File: src/rtl/button_pkg.sv
// Shared types and constant helpers for the push-button reader.
package button_pkg;

  localparam int unsigned DURATION_W = 16;

  typedef enum logic [1:0] {
    StIdle,
    StPressDeb,
    StHeld,
    StReleaseDeb
  } btn_state_e;

  // Clamped to 1 so sub-kHz clocks still produce a valid millisecond tick.
  function automatic int unsigned cyc_per_ms(input int unsigned clock_freq);
    return (clock_freq / 1000 == 0) ? 1 : clock_freq / 1000;
  endfunction

  function automatic int unsigned deb_count(input int unsigned clock_freq,
                                            input int unsigned debounce_ms);
    return (debounce_ms == 0) ? 1 : cyc_per_ms(clock_freq) * debounce_ms;
  endfunction

  function automatic int unsigned cnt_width(input int unsigned n);
    return (n <= 1) ? 1 : $clog2(n);
  endfunction

endpackage

File: src/rtl/sync_2ff.sv
// Two-flop synchroniser for asynchronous board inputs, with configurable reset level.
module sync_2ff #(
  parameter int unsigned      Width      = 1,
  parameter logic [Width-1:0] ResetValue = '0
) (
  input  logic             clk_i,
  input  logic             rst_ni,
  input  logic [Width-1:0] d_i,
  output logic [Width-1:0] q_o
);

  logic [Width-1:0] meta_q, sync_q;

  always_ff @(posedge clk_i or negedge rst_ni) begin
    if (!rst_ni) begin
      meta_q <= ResetValue;
      sync_q <= ResetValue;
    end else begin
      meta_q <= d_i;
      sync_q <= meta_q;
    end
  end

  assign q_o = sync_q;

endmodule

File: src/rtl/button_reader.sv
// Debounced push-button reader: press/release/long-press strobes and press duration in ms.
module button_reader
  import button_pkg::*;
#(
  parameter int unsigned clock_freq    = 12_000_000,
  parameter int unsigned debounce_ms   = 10,
  parameter int unsigned long_press_ms = 1000,
  parameter bit          active_low    = 1'b1
) (
  input  logic                  clock,
  input  logic                  reset_n,
  input  logic                  button,
  output logic                  pressed,
  output logic                  press_pulse,
  output logic                  release_pulse,
  output logic                  long_pulse,
  output logic [DURATION_W-1:0] duration_ms
);

  localparam int unsigned CycPerMs = cyc_per_ms(clock_freq);
  localparam int unsigned DebCount = deb_count(clock_freq, debounce_ms);
  localparam int unsigned PreW     = cnt_width(CycPerMs);
  localparam int unsigned DebW     = cnt_width(DebCount);

  localparam logic [PreW-1:0]       PreMax = PreW'(CycPerMs - 1);
  localparam logic [DebW-1:0]       DebMax = DebW'(DebCount - 1);
  localparam logic [DURATION_W-1:0] LongMs = DURATION_W'(long_press_ms);

  logic sync_out, btn_s;

  sync_2ff #(
    .Width     (1),
    .ResetValue(active_low)
  ) u_sync (
    .clk_i (clock),
    .rst_ni(reset_n),
    .d_i   (button),
    .q_o   (sync_out)
  );

  assign btn_s = sync_out ^ active_low;

  btn_state_e            state_q, state_d;
  logic [DebW-1:0]       deb_q, deb_d;
  logic [PreW-1:0]       pre_q, pre_d;
  logic [DURATION_W-1:0] ms_q, ms_d, ms_inc;
  logic [DURATION_W-1:0] dur_q, dur_d;
  logic                  pressed_q, pressed_d;
  logic                  press_q, press_d;
  logic                  rel_q, rel_d;
  logic                  long_q, long_d;
  logic                  ms_wrap, ms_sat;

  always_comb begin
    state_d   = state_q;
    deb_d     = deb_q;
    pre_d     = pre_q;
    ms_d      = ms_q;
    dur_d     = dur_q;
    pressed_d = pressed_q;
    press_d   = 1'b0;
    rel_d     = 1'b0;
    long_d    = 1'b0;

    ms_wrap = (pre_q == PreMax);
    ms_sat  = (ms_q == '1);
    ms_inc  = (ms_wrap && !ms_sat) ? ms_q + 1'b1 : ms_q;

    // The ms clock runs for the whole press, including release debounce.
    if (state_q inside {StHeld, StReleaseDeb}) begin
      pre_d  = ms_wrap ? '0 : pre_q + 1'b1;
      ms_d   = ms_inc;
      long_d = ms_wrap && !ms_sat && (ms_inc == LongMs);
    end

    unique case (state_q)
      StIdle: begin
        if (btn_s) begin
          state_d = StPressDeb;
          deb_d   = '0;
        end
      end
      StPressDeb: begin
        if (!btn_s) begin
          state_d = StIdle;
        end else if (deb_q == DebMax) begin
          state_d   = StHeld;
          pressed_d = 1'b1;
          press_d   = 1'b1;
          ms_d      = '0;
          pre_d     = '0;
        end else begin
          deb_d = deb_q + 1'b1;
        end
      end
      StHeld: begin
        if (!btn_s) begin
          state_d = StReleaseDeb;
          deb_d   = '0;
        end
      end
      StReleaseDeb: begin
        if (btn_s) begin
          state_d = StHeld;
        end else if (deb_q == DebMax) begin
          state_d   = StIdle;
          pressed_d = 1'b0;
          rel_d     = 1'b1;
          // Release strobe wins so no two strobes share a cycle.
          long_d    = 1'b0;
          dur_d     = ms_inc;
        end else begin
          deb_d = deb_q + 1'b1;
        end
      end
      default: state_d = StIdle;
    endcase
  end

  always_ff @(posedge clock or negedge reset_n) begin
    if (!reset_n) begin
      state_q   <= StIdle;
      deb_q     <= '0;
      pre_q     <= '0;
      ms_q      <= '0;
      dur_q     <= '0;
      pressed_q <= 1'b0;
      press_q   <= 1'b0;
      rel_q     <= 1'b0;
      long_q    <= 1'b0;
    end else begin
      state_q   <= state_d;
      deb_q     <= deb_d;
      pre_q     <= pre_d;
      ms_q      <= ms_d;
      dur_q     <= dur_d;
      pressed_q <= pressed_d;
      press_q   <= press_d;
      rel_q     <= rel_d;
      long_q    <= long_d;
    end
  end

  assign pressed       = pressed_q;
  assign press_pulse   = press_q;
  assign release_pulse = rel_q;
  assign long_pulse    = long_q;
  assign duration_ms   = dur_q;

endmodule

File: config.mk
export PLATFORM = sky130hd
export DESIGN_NAME = button_reader
export DESIGN_NICKNAME = d
export VERILOG_FILES = /design/src/rtl/button_pkg.sv /design/src/rtl/sync_2ff.sv /design/src/rtl/button_reader.sv
export SDC_FILE = /design/constraint.sdc
export NUM_CORES = 1
export LEC_CHECK = 0
export ABC_AREA = 1
export CAP_MARGIN = 10
export CORE_UTILIZATION = 60
export DETAILED_ROUTE_END_ITERATION = 6
export PLACE_DENSITY = 0.84
export SYNTH_ARGS = -nofsm -noshare
export SYNTH_HDL_FRONTEND = slang
export SYNTH_SLANG_ARGS = --single-unit
File: constraint.sdc
create_clock -name clock -period 1.85 [get_ports clock]
set_input_delay 0.37 -clock clock [delete_from_list [all_inputs] [get_ports clock]]
set_output_delay 0.37 -clock clock [all_outputs]
set_load 0.02 [all_outputs]
==> summary by stage, run 1 <==
Yosys
The leading register cell type out of synthesis is sky130_fd_sc_hd__dfrtp_1. In this run the cell area of the synthesized design comes to between 0.004 and 0.005 mm². After synthesis, the mean cell area works out to between 7 and 8 µm². The number of nets produced by synthesis is 551.

Synthesis inferred 71 register bits. Synthesis produced a netlist whose cell count is 545. Summed over all instances, the cell type with the most area after synthesis is sky130_fd_sc_hd__dfrtp_1.

Counting instances in the post-synthesis netlist gives the leading cell types as sky130_fd_sc_hd__nand2_1 (152), sky130_fd_sc_hd__dfrtp_1 (69), sky130_fd_sc_hd__inv_1 (62). After synthesis, the share of flip-flops with an asynchronous set or reset is 100%. The number of enable-type register cells in the synthesized netlist is 0.

The cell with the most instances after synthesis is sky130_fd_sc_hd__nand2_1. Yosys printed 0 warnings. After synthesis, the cell types taking the most area are sky130_fd_sc_hd__dfrtp_1 (42%), sky130_fd_sc_hd__nand2_1 (14%), sky130_fd_sc_hd__inv_1 (5.6%), sky130_fd_sc_hd__nor2_1 (5.5%), sky130_fd_sc_hd__nand3_1 (4.0%). The unique cell type count in the Yosys netlist is 40. Of the post-synthesis cell area, the dominant cell type holds 41.8%. Sequential cells were found to cover between 40% and 50% of the synthesized design area.

Global route
The via count of the first global-routing pass was 3506. For this run the aggregate overflow at the end of global routing stands at 0. The number of antenna violations at the first check in global routing is 0. Global routing used around 30% of the available tracks. Entering global routing, the biggest net connects 72 pins. The first global-routing pass estimated 16700 µm of wire.

Setup path
STA puts the critical path data arrival time at ~2.1 ns. The cell depth of the worst flop-to-flop path is 9. The critical path class is reg2reg. Of all nets on the critical path, the largest fanout is 7. STA classifies the critical path startpoint as a flip-flop.

For the worst setup path, the data required time is 2.07 ns. The worst register-to-register path ends at ms_q[6]. The worst setup path is captured at a flip-flop.

In this run the critical register-to-register path is launched from deb_q[1]. For flop-to-flop paths, the worst setup slack is -0.05 ns.

STA
Setup repair after global routing could not meet its margin everywhere. The slew at the pin with the worst max-slew slack is 0.391 ns. The post-layout worst setup margin is -0.0521 ns. The accumulated negative setup slack is -0.159 ns. Headroom to the max-slew limit came out at 73.9%. The number of failing hold endpoints at the final stage came to 0. Final hold analysis gives a worst-case slack of between 0.007 and 0.008 ns. Derived from the worst setup path, the maximum achievable clock frequency is 526 MHz. Of the available clock period, the critical path in the final layout requires 103%. The number of pins exceeding their max-slew limit in the final report is 0.

The final-report setup violation count is 12. The worst path in the final design needs a cycle of 1.90 ns, including I/O delays and setup. The clock tree skew after final layout is 0.00909 ns.

Power
The maximum ir drop on the vdd rail is 480 µV. The clock network burns 43.1% of the power. Per report_power, the sequential group accounts for a little over half of the total.

Combinational logic is responsible for about 3.2% of the overall power. The net switching fraction of the power is 22.4%. The total power per unit cell area is 580 mW/mm². The cell-internal power is approximately 2.3 mW. Summed over all cells, the static leakage comes to 2.39 nW. The net switching power figure is between 600 and 700 µW.

Floorplan
The floorplan has 29 rows. The placeable core area is roughly 0.0065 mm². For this configuration, the core starts out at a cell density of between 60 and 70%. The horizontal die dimension is 85.0 µm. 23 I/O pins were placed. The floorplan step set the die height to 85.0 µm. The die covers 0.00723 mm².

Routing
The starting DRC count in detailed routing is 276. In the routed layout, each cell is associated on average with a via count of approximately 5.6. The detail route stage leaves a number of antenna-violating nets equal to 0. The average wire per cell in the routed design is approximately 15 µm. The first TritonRoute pass finished after 6 iterations.

The routed layout has 3841 vias. The residual DRC count is 0. After detailed routing, the total wire length is roughly 10000 µm.

Final layout
The total number of nets in the final design is 612. The fraction of layout instances using a drive strength above 1 is roughly 22%. The area growth from synthesis to layout is 22.5%. The share of the core filled with cells is 77.9%. The number of antenna diodes in the final layout is 0.

CTS
The number of clock sinks is 71. The maximum count of clock buffers along a single path is 2. TritonCTS built the clock tree. The total CTS buffers is 9. The H-tree was split into 3 levels. At the later pin of the worst-skew pair, clock insertion delay measures 0.35 ns. The clock-pin slew on the worst setup and hold paths is 0.08 ns. The clock tree root buffer cell is sky130_fd_sc_hd__clkbuf_8.

Worst hold path
The worst min-delay path class is in2async.

Outcome
The run finished, with violations left. The final reports fail on setup timing.

Placement
The count of buffers added on input and output ports is 22. The total half-perimeter wirelength after legalization and detailed placement is 7020 µm. The final estimated routing congestion in global placement is 0.925.

Job
The tool flagged a number of max-cap violations equal to 0.
==> layer usage <==
layer	share of wire (%)	GRT usage, %	wire, µm
met1	47	42.2	4860
met2	46	46.0	4760
met3	4.6	4.47	474
met4	1.7	12.5	177
met5	0	0	0
==> critical path, stage by stage, from the launching register on <==
cell                         delay, ns
sky130_fd_sc_hd__dfrtp_1          0.37
sky130_fd_sc_hd__ha_2             0.21
sky130_fd_sc_hd__nand3_4          0.10
sky130_fd_sc_hd__nor2_4           0.18
sky130_fd_sc_hd__nand4_4          0.16
sky130_fd_sc_hd__nor2_4           0.18
sky130_fd_sc_hd__clkinvlp_4       0.22
sky130_fd_sc_hd__buf_6            0.21
sky130_fd_sc_hd__o21ai_1          0.08
sky130_fd_sc_hd__a21oi_1          0.07
==> flip-flops by register name, indices dropped and copies added (netlist names), named ones only <==
signal	count
deb_q	17
duration_ms	16
ms_q	16
pre_q	14
long_pulse	1
press_pulse	1
pressed	1
release_pulse	1
state_q	1
u_sync.meta_q	1
u_sync.q_o	1
==> worst max-delay path by stage <==
stage / cells past startpoint / startpoint / slack, ns / endpoint
floorplan: 13 / ms_q[0] / 0.18 / long_pulse
global placement: 13 / pre_q[0] / -0.04 / long_pulse
detailed placement: 13 / pre_q[0] / -0.03 / long_pulse
CTS: 12 / pre_q[0] / 0.01 / long_pulse
global route: 9 / deb_q[1] / -0.12 / ms_q[6]
finish: 9 / deb_q[1] / -0.05 / ms_q[6]
==> cells in the final DEF (no fill, tap or decap), types with 5 or more instances in the layout <==
cell type,count
sky130_fd_sc_hd__inv_1,61
sky130_fd_sc_hd__a21oi_1,16
sky130_fd_sc_hd__clkbuf_8,11
sky130_fd_sc_hd__nor2_2,9
sky130_fd_sc_hd__inv_2,8
sky130_fd_sc_hd__nand3_2,5
sky130_fd_sc_hd__nor3_1,12
sky130_fd_sc_hd__nand2_2,12
sky130_fd_sc_hd__nand3_1,29
sky130_fd_sc_hd__o21ai_0,13
sky130_fd_sc_hd__nor2_1,53
sky130_fd_sc_hd__nand2_1,146
sky130_fd_sc_hd__nand4_1,9
sky130_fd_sc_hd__nor2_4,12
sky130_fd_sc_hd__o211ai_1,9
sky130_fd_sc_hd__xor2_1,13
sky130_fd_sc_hd__clkdlybuf4s50_1,21
sky130_fd_sc_hd__buf_4,31
sky130_fd_sc_hd__buf_6,5
sky130_fd_sc_hd__dfrtp_2,6
sky130_fd_sc_hd__o21ai_1,16
sky130_fd_sc_hd__dfrtp_1,63
==> power groups by stage <==
| stage | Clock (mW) | Combinational [mW] | Sequential, mW |
|---|---|---|---|
| floorplan | 0 | 0.0368 | 1.60 |
| global placement | 0 | 0.0842 | 1.60 |
| detailed placement | 0 | 0.0877 | 1.60 |
| CTS | 1.27 | 0.0877 | 1.57 |
| global route | 1.33 | 0.109 | 1.57 |
| finish | 1.26 | 0.0953 | 1.58 |
==> repair_timing <==
action                     CTS  global route
pin swaps                    1            15
gates resized for setup      4            55
hold buffers                 0             0
gates cloned                 0             2
setup endpoints to repair    2            45
buffers inserted             0            12
==> cell type report <==
type	count	area (µm²)
multi-input combinational	393	2180
sequential	71	1790
fill	437	1430
timing repair buffer	59	524
inverter	72	279
clock buffer	11	151
tap	77	96.3
clock inverter	4	45.0
==> through the flow <==
| stage | area (µm²) | setup slack [ns] | cells | power, mW |
|---|---|---|---|---|
| after floorplan | 4130 | 0.180 | 545 | 1.64 |
| after global placement | 4560 | -0.0384 | 658 | 1.69 |
| after detailed placement | 4560 | -0.0289 | 658 | 1.69 |
| after CTS | 4770 | 0.0123 | 673 | 2.93 |
| after global routing | 5060 | -0.122 | 687 | 3.01 |
| final | 5060 | -0.0521 | 687 | 2.93 |
==> cell families (layout without fill, tap and decap cells) <==
kind of cell	after synthesis	in the layout	share of synthesized area (%)
AO/OA/AOI/OAI	62	62	8.32
flip-flops	71	71	43.0
buffers and inverters	82	146	8.57
adder cells (fa/ha/maj)	3	3	0.908
XOR/XNOR	15	15	3.18
AND/OR/NAND/NOR	312	313	36.0
(Power assumes the default switching activity.)
==> inputs of run 2 (changes only) <==
--- a/config.mk
+++ b/config.mk
@@ -10,6 +10,8 @@
 export CORE_UTILIZATION = 60
 export DETAILED_ROUTE_END_ITERATION = 6
 export PLACE_DENSITY = 0.84
+export REMOVE_ABC_BUFFERS = 1
 export SYNTH_ARGS = -nofsm -noshare
 export SYNTH_HDL_FRONTEND = slang
+export SYNTH_HIERARCHICAL = 1
 export SYNTH_SLANG_ARGS = --single-unit
==> summary by stage, run 2 <==
Power
The static leakage power came to 2.19 nW (was 2.39 nW). The total power per unit cell area was 579 mW/mm² (was 580 mW/mm²). The maximum ir drop on the vdd rail was 651 µV (was 480 µV).

CTS
The number of clock sinks is 71 (unchanged). The clock-pin slew on the worst setup and hold paths was 0.07 ns (was 0.08 ns). The CTS tree was built (unchanged). The total CTS buffers is 9 (unchanged). The H-tree level count came to 3 (unchanged).

The quantity of hold-fixing buffers added after cts is 0 (unchanged). The clock insertion delay at the later pin of the skew report is 0.35 ns (about the same). The maximum count of clock buffers along a single path is 2 (unchanged). The clock tree root buffer cell was sky130_fd_sc_hd__clkbuf_8 (unchanged).

Floorplan
The height of the die is 83.6 µm (was 85.0 µm). The horizontal die dimension is 83.6 µm (was 85.0 µm). The starting density of the core is 62.6% (was 63.6%).

The placeable core area is 0.00639 mm² (was 0.00649 mm²). The top-level I/O count is 23 (unchanged). The total die area came to 0.00699 mm² (was 0.00723 mm²). The row count came to 29 (unchanged).

Yosys
Most frequent cells after synthesis: sky130_fd_sc_hd__nand2_1 (123), sky130_fd_sc_hd__dfrtp_1 (69), sky130_fd_sc_hd__nor2_1 (55) (was sky130_fd_sc_hd__nand2_1 (152), sky130_fd_sc_hd__dfrtp_1 (69), sky130_fd_sc_hd__inv_1 (62)). The mean instance size in the synthesized netlist is 7.73 µm² (was 7.59 µm²). The number of instances in the synthesized netlist is 517 (was 545). The sequential area share after synthesis is 44.5% (was 43.0%). The share of flip-flops with an asynchronous set or reset after synthesis is 100% (unchanged). The unique cell type count in the Yosys netlist is 38 (was 40).

The leading register cell type out of synthesis is sky130_fd_sc_hd__dfrtp_1 (unchanged). The cell with the most instances after synthesis is sky130_fd_sc_hd__nand2_1 (unchanged). The number of enable-type register cells in the synthesized netlist is 0 (unchanged). The number of warnings printed during yosys synthesis is 6 (was 0). The fraction of synthesized cell area taken by the top area cell type is 43.2% (was 41.8%). Main area contributors after synthesis: sky130_fd_sc_hd__dfrtp_1 (43%), sky130_fd_sc_hd__nand2_1 (12%), sky130_fd_sc_hd__nor2_1 (5.2%), sky130_fd_sc_hd__inv_1 (4.8%), sky130_fd_sc_hd__o21ai_0 (4.6%) (was sky130_fd_sc_hd__dfrtp_1 (42%), sky130_fd_sc_hd__nand2_1 (14%), sky130_fd_sc_hd__inv_1 (5.6%), sky130_fd_sc_hd__nor2_1 (5.5%), sky130_fd_sc_hd__nand3_1 (4.0%)). The cell area after synthesis is 0.00400 mm² (was 0.00413 mm²). The cell accounting for the most synthesized area is sky130_fd_sc_hd__dfrtp_1 (unchanged).

The post-synthesis sequential element count is 71 (unchanged).

Final layout
The total number of nets in the final design is 572 (was 612). The register with the highest flop count is deb_q (unchanged). The layout overhead on the synthesized area is 20.1% (was 22.5%).

The share of the core filled with cells is 75.2% (was 77.9%). The number of antenna repair diodes is 0 (unchanged). The fraction of layout instances using a drive strength above 1 is 20.3% (was 21.8%). The most frequent standard cell in the layout excluding fill and tap cells was sky130_fd_sc_hd__nand2_1 (unchanged).

The number of flip-flops in the largest register came to 17 (unchanged). The total of fill cells in the finished design is 457 (was 437). Commonest non-fill, non-tap cells in the layout: sky130_fd_sc_hd__nand2_1 (121), sky130_fd_sc_hd__dfrtp_1 (67), sky130_fd_sc_hd__inv_1 (50) (was sky130_fd_sc_hd__nand2_1 (146), sky130_fd_sc_hd__dfrtp_1 (63), sky130_fd_sc_hd__inv_1 (61)).

Job
The max-capacitance violation count is 0 (unchanged).

Setup path
The cell depth of the worst flop-to-flop path came to 12 (was 9). The kind of start point of the critical path is a flip-flop (unchanged). The slack of the worst reg-to-reg path is 0.06 ns (was -0.05 ns). The signal arrival time at the worst endpoint was 2.03 ns (was 2.12 ns). The required arrival time at the worst endpoint was 2.09 ns (was 2.07 ns).

The critical register-to-register path startpoint is pre_q[0] (was deb_q[1]). The reg-to-reg endpoint is long_pulse (was ms_q[6]). The critical path class is reg2reg (unchanged). The capturing element type of the critical path is a flip-flop (unchanged). The largest fanout of any net on the critical path is 6 (was 7).

STA
The final-report setup violation count is 0 (was 12). The post-layout worst setup margin is 0.0607 ns (was -0.0521 ns). The number of failing hold endpoints at the final stage came to 0 (unchanged). The relative slew slack was 73.9% (about the same). The part of the cycle the worst path needs is 96.7% (was 103%). The highest achievable clock rate is 559 MHz (was 526 MHz).

The slew at the pin with the worst max-slew slack is 0.388 ns (was 0.391 ns). The clock tree skew after final layout is 0.00566 ns (was 0.00909 ns). The number of pins exceeding their max-slew limit in the final report is 0 (unchanged). The final period demand of the worst path is 1.79 ns (was 1.90 ns).

Routing
The wire length after detailed routing was 9820 µm (was 10300 µm). The starting DRC count in detailed routing is 322 (was 276). The post-detailed-route count of antenna-violating nets is 0 (unchanged). The average wire per cell in the routed design is 15.2 µm (was 14.9 µm). The via count came to 3713 (was 3841). The number of optimization iterations in the first detailed-route pass is 5 (was 6). The ratio of routed vias to standard cells was 5.73 (was 5.59).

The residual DRC count is 0 (unchanged).

Placement
The total half-perimeter wirelength after legalization and detailed placement is 6440 µm (was 7020 µm). The count of buffers from port buffering was 22 (unchanged). The minimum setup slack after placement is -0.0430 ns (was -0.0289 ns).

The final estimated routing congestion in global placement was 0.904 (was 0.925).

Global route
The number of antenna violations at the first check in global routing is 0 (unchanged). The total congestion overflow came to 0 (unchanged). The largest net degree at the start of global routing is 72 (unchanged). The global-route wire length before repair is 15600 µm (was 16700 µm). The via count of the first global-routing pass is 3451 (was 3506). The aggregate global-route resource usage is 28.2% (was 29.8%).

Outcome
Outcome: completed (was finished, violations left).

Worst hold path
The worst min-delay path class is in2async (unchanged).
[run 2: cell count changes in the layout (fill, tap and decap cells not counted), sizes merged, moves of 7 or more]
| cell | change |
|---|---|
| nor3 | -8 |
| buf | -9 |
| o211ai | -8 |
| o21ai | +12 |
| inv | -8 |
| nand2 | -24 |
| a21oi | +8 |
| nand3 | -7 |
[run 2: kinds of logic (layout without fill, tap and decap cells)]
family / Yosys count / in the layout / share of synthesized area [%]
simple gates: 273 / 273 / 32.7
compound gates: 79 / 79 / 10.5
buf+inv: 75 / 129 / 7.88
flops: 71 / 71 / 44.5
xor+xnor: 16 / 16 / 3.50
fa+ha+maj: 3 / 3 / 0.939
[run 2: final cells by class]
type | instances | area (µm²) | area share [%]
multi-input combinational | 371 | 2020 | 42.1
sequential | 71 | 1780 | 37.1
timing repair buffer | 51 | 492 | 10.2
inverter | 62 | 238 | 4.95
clock buffer | 15 | 166 | 3.47
tap | 77 | 96.3 | 2.01
clock inverter | 1 | 5.00 | 0.104
[run 2: power breakdown]
part | internal [mW] | total, mW | switching (mW)
logic | 0.0286 | 0.0911 | 0.0625
registers | 1.57 | 1.58 | 0.0102
clock network | 0.561 | 1.11 | 0.550
[run 2: worst max-delay path: stages (launching register included)]
cell	delay [ns]
sky130_fd_sc_hd__dfrtp_1	0.42
sky130_fd_sc_hd__ha_4	0.18
sky130_fd_sc_hd__nand2_2	0.10
sky130_fd_sc_hd__nor2_8	0.15
sky130_fd_sc_hd__nand2_4	0.08
sky130_fd_sc_hd__nor2_8	0.15
sky130_fd_sc_hd__nand3_2	0.13
sky130_fd_sc_hd__nor2_1	0.12
sky130_fd_sc_hd__nand2_1	0.09
sky130_fd_sc_hd__nand2_2	0.10
sky130_fd_sc_hd__nor2_1	0.05
sky130_fd_sc_hd__nand3_1	0.07
sky130_fd_sc_hd__nor2_1	0.04
[run 2: repair_timing]
| action | in CTS | in global routing |
|---|---|---|
| resized for setup | 1 | 36 |
| setup buffers | 0 | 6 |
| pin swaps | 0 | 8 |
| endpoints found under the setup margin | 1 | 43 |
| gates cloned | 0 | 1 |
[run 2: how the worst max path moves through the flow]
stage | start | to | slack [ns] | cells after the start
5_1_grt | pre_q[1] | long_pulse | -0.07 | 12
3_5_place_dp | ms_q[1] | long_pulse | -0.04 | 10
3_3_place_gp | ms_q[1] | long_pulse | -0.006 | 10
4_1_cts | pre_q[0] | long_pulse | 0.01 | 9
2_1_floorplan | flip-flop | duration_ms[0] | -0.33 | 4
6_report | pre_q[0] | long_pulse | 0.06 | 12
[run 2: metal layers]
layer  wire length [µm]  up-vias  global-route usage (%)
li1                   -     1766                       -
met1               4060     1763                    37.6
met2               4760      155                    43.8
met3                752       29                    7.72
met4                247        0                    11.4
met5                  0        -                       0
[run 2: through the flow]
stage                     TNS (ns)  hold slack (ns)  area, µm²  instances  total power, mW
after floorplan              -5.27           0.0744       3920        504             1.63
after global placement    -0.00561            0.346       4420        625             1.69
after detailed placement   -0.0430            0.348       4420        625             1.69
after CTS                        0           0.0500       4600        641             2.79
after global routing        -0.223           0.0701       4800        648             2.87
final                            0          0.00771       4800        648             2.78
